==> src/rtl/instr_pkg.sv <==
// Shared MIPS encoding constants: opcodes, R-type func codes, request kinds
// and ALU control codes, so the decode side and the encoder agree.
package instr_pkg;

  typedef enum logic [3:0] {
    K_ADD  = 4'd0,
    K_SUB  = 4'd1,
    K_AND  = 4'd2,
    K_OR   = 4'd3,
    K_SLT  = 4'd4,
    K_ADDI = 4'd5,
    K_ORI  = 4'd6,
    K_LW   = 4'd7,
    K_SW   = 4'd8,
    K_BEQ  = 4'd9,
    K_J    = 4'd10
  } kind_e;

  localparam logic [5:0] OP_RTYPE = 6'b000000;
  localparam logic [5:0] OP_ADDI  = 6'b001000;
  localparam logic [5:0] OP_ORI   = 6'b001101;
  localparam logic [5:0] OP_LW    = 6'b100011;
  localparam logic [5:0] OP_SW    = 6'b101011;
  localparam logic [5:0] OP_BEQ   = 6'b000100;
  localparam logic [5:0] OP_J     = 6'b000010;

  localparam logic [5:0] FN_ADD = 6'b100000;
  localparam logic [5:0] FN_SUB = 6'b100010;
  localparam logic [5:0] FN_AND = 6'b100100;
  localparam logic [5:0] FN_OR  = 6'b100101;
  localparam logic [5:0] FN_SLT = 6'b101010;

  typedef enum logic [2:0] {
    ALU_AND = 3'b000,
    ALU_OR  = 3'b001,
    ALU_ADD = 3'b010,
    ALU_SUB = 3'b110,
    ALU_SLT = 3'b111
  } alu_ctrl_e;

  typedef enum logic [1:0] {
    ST_LOAD = 2'd0,
    ST_DONE = 2'd1,
    ST_FULL = 2'd2
  } state_e;

  // R-type func field to the ALU operation the CPU's ALU decoder selects.
  function automatic alu_ctrl_e func_to_alu(input logic [5:0] fn);
    alu_ctrl_e a;
    case (fn)
      FN_SUB:  a = ALU_SUB;
      FN_AND:  a = ALU_AND;
      FN_OR:   a = ALU_OR;
      FN_SLT:  a = ALU_SLT;
      default: a = ALU_ADD;
    endcase
    return a;
  endfunction

endpackage

==> src/rtl/instr_word_pack.sv <==
// Combinational packer: request fields to a 32-bit MIPS word plus a legal flag.
module instr_word_pack
  import instr_pkg::*;
(
  input  logic [3:0]  kind,
  input  logic [4:0]  rs,
  input  logic [4:0]  rt,
  input  logic [4:0]  rd,
  input  logic [15:0] imm,
  input  logic [25:0] target,
  output logic [31:0] word,
  output logic        legal
);

  kind_e k;
  assign k = kind_e'(kind);

  always_comb begin
    word  = '0;
    legal = 1'b1;
    case (k)
      K_ADD:  word = {OP_RTYPE, rs, rt, rd, 5'd0, FN_ADD};
      K_SUB:  word = {OP_RTYPE, rs, rt, rd, 5'd0, FN_SUB};
      K_AND:  word = {OP_RTYPE, rs, rt, rd, 5'd0, FN_AND};
      K_OR:   word = {OP_RTYPE, rs, rt, rd, 5'd0, FN_OR};
      K_SLT:  word = {OP_RTYPE, rs, rt, rd, 5'd0, FN_SLT};
      K_ADDI: word = {OP_ADDI, rs, rt, imm};
      K_ORI:  word = {OP_ORI, rs, rt, imm};
      K_LW:   word = {OP_LW, rs, rt, imm};
      K_SW:   word = {OP_SW, rs, rt, imm};
      K_BEQ:  word = {OP_BEQ, rs, rt, imm};
      K_J:    word = {OP_J, target};
      default: legal = 1'b0;
    endcase
  end

endmodule

==> src/rtl/instr_encoder.sv <==
// Sequential program loader: accepts instruction requests, encodes them and
// writes them to consecutive instruction-memory word addresses.
module instr_encoder
  import instr_pkg::*;
#(
  parameter int IMEM_AW   = 8,
  parameter int BASE_ADDR = 0
) (
  input  logic               clk,
  input  logic               rst,
  input  logic               start,
  input  logic               in_valid,
  output logic               in_ready,
  input  logic [3:0]         in_kind,
  input  logic [4:0]         in_rs,
  input  logic [4:0]         in_rt,
  input  logic [4:0]         in_rd,
  input  logic [15:0]        in_imm,
  input  logic [25:0]        in_target,
  input  logic               in_last,
  output logic               imem_we,
  output logic [IMEM_AW-1:0] imem_addr,
  output logic [31:0]        imem_wdata,
  output logic               done,
  output logic               full,
  output logic               err,
  output logic [IMEM_AW:0]   count
);

  localparam logic [IMEM_AW-1:0] BASE = IMEM_AW'(BASE_ADDR);
  localparam logic [IMEM_AW:0]   CAP  = (IMEM_AW+1)'((2 ** IMEM_AW) - BASE_ADDR);

  state_e             state_q, state_d;
  logic [IMEM_AW-1:0] ptr_q, ptr_d;
  logic [IMEM_AW:0]   count_q, count_d;
  logic               done_q, done_d;
  logic               full_q, full_d;
  logic               err_q, err_d;
  logic               we_q, we_d;
  logic [IMEM_AW-1:0] addr_q, addr_d;
  logic [31:0]        wdata_q, wdata_d;

  logic [31:0] pack_word;
  logic        pack_legal;
  logic        accept;

  instr_word_pack u_pack (
    .kind   (in_kind),
    .rs     (in_rs),
    .rt     (in_rt),
    .rd     (in_rd),
    .imm    (in_imm),
    .target (in_target),
    .word   (pack_word),
    .legal  (pack_legal)
  );

  assign in_ready = !rst && (state_q == ST_LOAD) && !start;
  assign accept   = in_valid && in_ready;

  always_comb begin
    state_d = state_q;
    ptr_d   = ptr_q;
    count_d = count_q;
    done_d  = done_q;
    full_d  = full_q;
    err_d   = err_q;
    we_d    = 1'b0;
    addr_d  = addr_q;
    wdata_d = wdata_q;
    if (start) begin
      state_d = ST_LOAD;
      ptr_d   = BASE;
      count_d = '0;
      done_d  = 1'b0;
      full_d  = 1'b0;
      err_d   = 1'b0;
    end else if (accept) begin
      if (pack_legal) begin
        we_d    = 1'b1;
        addr_d  = ptr_q;
        wdata_d = pack_word;
        count_d = count_q + 1'b1;
        // Hold the pointer on the last slot so it never wraps past the top.
        if (count_d == CAP) full_d = 1'b1;
        else                ptr_d  = ptr_q + 1'b1;
      end else begin
        err_d = 1'b1;
      end
      if (in_last) done_d = 1'b1;
      if (done_d)      state_d = ST_DONE;
      else if (full_d) state_d = ST_FULL;
    end
  end

  always_ff @(posedge clk) begin
    if (rst) begin
      state_q <= ST_LOAD;
      ptr_q   <= BASE;
      count_q <= '0;
      done_q  <= 1'b0;
      full_q  <= 1'b0;
      err_q   <= 1'b0;
      we_q    <= 1'b0;
      addr_q  <= BASE;
      wdata_q <= '0;
    end else begin
      state_q <= state_d;
      ptr_q   <= ptr_d;
      count_q <= count_d;
      done_q  <= done_d;
      full_q  <= full_d;
      err_q   <= err_d;
      we_q    <= we_d;
      addr_q  <= addr_d;
      wdata_q <= wdata_d;
    end
  end

  assign imem_we    = we_q;
  assign imem_addr  = addr_q;
  assign imem_wdata = wdata_q;
  assign done       = done_q;
  assign full       = full_q;
  assign err        = err_q;
  assign count      = count_q;

endmodule

==> config.mk <==
export PLATFORM = sky130hd
export DESIGN_NAME = instr_encoder
export DESIGN_NICKNAME = d
export VERILOG_FILES = /design/src/rtl/instr_pkg.sv /design/src/rtl/instr_word_pack.sv /design/src/rtl/instr_encoder.sv
export SDC_FILE = /design/constraint.sdc
export NUM_CORES = 1
export LEC_CHECK = 0
export ABC_AREA = 1
export CORE_MARGIN = 2
export CORE_UTILIZATION = 47
export DETAILED_ROUTE_END_ITERATION = 10
export PLACE_DENSITY = 0.95
export SLEW_MARGIN = 5
export SYNTH_ARGS = -nofsm -noshare
export SYNTH_HDL_FRONTEND = slang
export SYNTH_SLANG_ARGS = --single-unit
==> constraint.sdc <==
create_clock -name clk -period 2.9 [get_ports clk]
set_clock_uncertainty 0.2 [all_clocks]
set_input_delay 0.58 -clock clk [delete_from_list [all_inputs] [get_ports clk]]
set_output_delay 0.58 -clock clk [all_outputs]
set_load 0.01 [all_outputs]
==> results of run 1 <==
metal layers:
layer / vias to the layer above / part of all wire [%]
li1: 1585 / -
met1: 1479 / 41
met2: 101 / 51
met3: 18 / 5.5
met4: 0 / 2.4
met5: - / 0
metrics by stage:
stage | instance area [um^2] | util [%] | instances | setup slack, ns | hold WS (ns)
finish | 4340 | 72.4 | 613 | 0.230 | 0.268
global route | 4340 | 72.4 | 613 | 0.176 | 0.292
CTS | 4340 | 72.4 | 613 | 0.223 | 0.268
detailed placement | 4170 | 69.6 | 597 | 0.223 | 0.257
global placement | 4170 | 69.6 | 597 | 0.236 | 0.255
floorplan | 2950 | - | 416 | 1.01 | 0.244
power by group:
group          internal, mW  switching, mW  total [mW]
combinational         0.140          0.112       0.252
clock                 0.329          0.325       0.654
sequential            0.871         0.0117       0.882
total                  1.34          0.448        1.79
flip-flops by register name (all words and copies together), names as in the netlist:
register,cells
imem_addr,8
full,1
imem_we,1
err,1
state_q,2
ptr_q,8
done,1
imem_wdata,31
count,9
cell usage in the layout, fill, tap and decap left out, drive strengths merged, types with 12 or more instances in the layout:
cell / instances
a21oi: 33
dfxtp: 62
nor2: 31
inv: 40
clkbuf: 12
nand3: 21
o21ai: 29
clkdlybuf4s50: 118
nand2: 142
a31oi: 14
worst max-delay path, delay by kind of cell:
family                 cells  cell delay, ns
buffers and inverters      3            1.08
and+or+nand+nor            2            0.23
logic make-up after synthesis:
logic type	count (synthesis)	share of synthesized area, %
compound gates	86	16.7
xor+xnor	6	1.78
fa+ha+maj	3	1.27
buf+inv	59	8.94
flops	62	42.0
simple gates	199	29.1
other cells	1	0.127
layout make-up:
class / instances / share of cell area (%)
multi-input cells: 295 / 33.4
flip-flops and latches: 62 / 28.6
clock inverters: 4 / 0.519
inverters: 42 / 3.63
clock buffers: 12 / 3.34
well taps: 75 / 2.16
repair buffers: 123 / 28.4
path summary, 6_finish.rpt:
| check | from | endpoint | slack, ns | cells after the start |
|---|---|---|---|---|
| worst max-delay path | rst | in_ready | 0.23 | 5 |
| worst min-delay path | ptr_q[7] | ptr_q[7] | 0.27 | 2 |
| worst min register to register | ptr_q[7] | ptr_q[7] | 0.27 | 2 |
| worst max register to register | count[0] | ptr_q[0] | 0.87 | 12 |
==> metrics.json, run 1 <==
{
  "dp_wirelength_mm": 6.15,
  "grt_pass1_wl_mm": 13.6,
  "avgRoutedWirePerCell_um": 13.6,
  "critical_path_peak_fanout": 2,
  "rows": 28,
  "port-buffer-count": 118,
  "post_synth_inst_count": 416,
  "syn-mean-instance-area_um2": 7.10,
  "area_growth_pct": 46.9,
  "cts_buffers": 9,
  "number_of_vias_in_the_routed_layout": 3183,
  "layout.area.seq_um2": 1240,
  "post_route_wl_mm": 8.32,
  "grt-ovfl-total": 0,
  "worstHoldPathType": "register to register",
  "globalRouteMet3Util_pct": 5.96,
  "htree_levels": 3,
  "path_class": "input pin to primary output",
  "outcome": "finished, final reports clean",
  "timing_hold_violations_final": 0,
  "cts_post_setup_buffers_inserted": 0,
  "initialDrtViolationCount": 122,
  "grtUsageMet2_pct": 42.3,
  "critPathMostFrequentCell": "sky130_fd_sc_hd__clkdlybuf4s50_1",
  "antenna_cells_inserted": 0,
  "vias_in_the_first_global_route": 3046,
  "power_consumption_mw": 1.79,
  "synth_area_um2": 2950,
  "global_route.usage.total_pct": 24.0,
  "grt_antenna_before_repair": 0,
  "timing.fmax_mhz": 374,
  "synth.distinct_cells": 33,
  "postSynthRegisterBits": 62,
  "drive_above_1_share_pct": 7.99,
  "max-vdd-ir-drop_uv": 298,
  "globalRoute.busiestLayer": "met2",
  "synth.top_cells.by_area": "sky130_fd_sc_hd__dfxtp_1 (42%), sky130_fd_sc_hd__nand2_1 (17%), sky130_fd_sc_hd__a21oi_1 (5.4%)",
  "final_setup_viols": 0,
  "ratio_of_routed_vias_to_standard_cells": 5.19,
  "synth-warning-count": 0,
  "number_of_buffers_inserted_by_hold_repair_at_cts": 0,
  "met1_usage_pct": 26.1,
  "timing.final.crit_share_pct": 92.1,
  "die_width_um": 83.3,
  "synth_most_common_cell": "sky130_fd_sc_hd__nand2_1",
  "synth_edf_count": 0,
  "antenna_left": 0,
  "drt-pass1-iter-count": 5,
  "cts-root-buf": "sky130_fd_sc_hd__clkbuf_8",
  "required_ns": 2.12,
  "total_leakage_power_nw": 1.68,
  "cts_tree": "done",
  "tritoncts_num_sinks": 62,
  "rsz0062_at_grt": "no",
  "synth.top_cells.by_count": "sky130_fd_sc_hd__nand2_1 (136), sky130_fd_sc_hd__dfxtp_1 (62), sky130_fd_sc_hd__a21oi_1 (32), sky130_fd_sc_hd__inv_1 (32), sky130_fd_sc_hd__o21ai_0 (27)",
  "cellPowerDensity_nw_per_um2": 412,
  "worstSkewPairLatency_ns": 0.34,
  "core_area_um2": 5990,
  "worst_path_largest_cell_delay_ns": 0.56,
  "slew_violations": 0,
  "synth.largest_area_cell": "sky130_fd_sc_hd__dfxtp_1",
  "gp_congestion": 0.823,
  "synth_fp_nets": 485,
  "dieArea_um2": 6930,
  "final.fill_count": 462,
  "initial_core_utilization_pct": 49.3,
  "final_net_count": 602,
  "cts-resized-gates": 0,
  "postSynth.asyncResetShare_pct": 0,
  "multi_input_area_um2": 1450,
  "setup.worst_path.start_class": "input pin",
  "worst_path_max_delay_cell": "sky130_fd_sc_hd__clkdlybuf4s50_1",
  "cp-end-kind": "primary output",
  "number_of_buffers_on_the_longest_clock_path": 2,
  "fp.dieH_um": 83.3,
  "maxCapViolCount": 0,
  "synth_sequential_area_ratio_pct": 42.0,
  "arrival_ns": 1.89,
  "largest_net_degree_at_the_start_of_global_routing": 49,
  "boundaryPins": 120,
  "clk_pin_slew_ns": 0.07,
  "route.detailed.drc": 0,
  "prevailing_post_synth_register_cell": "sky130_fd_sc_hd__dfxtp_1",
  "critical_path.cell_chain": "clkdlybuf4s50_1 -> inv_2 -> nand2_2 -> nor3_4 -> clkdlybuf4s50_1",
  "post-route-min-period_ns": 2.67,
  "synth.top_cell.area_share_pct": 42.0,
  "timing.setup.tns_ns": 0
}
Note: power is estimated with default switching activity, not from simulation.
==> run 2: changes to the inputs <==
SKIP_LAST_GASP = 1   (was not set)
==> results of run 2 <==
The final DEF is identical to that of run 1; final timing and power are the same.
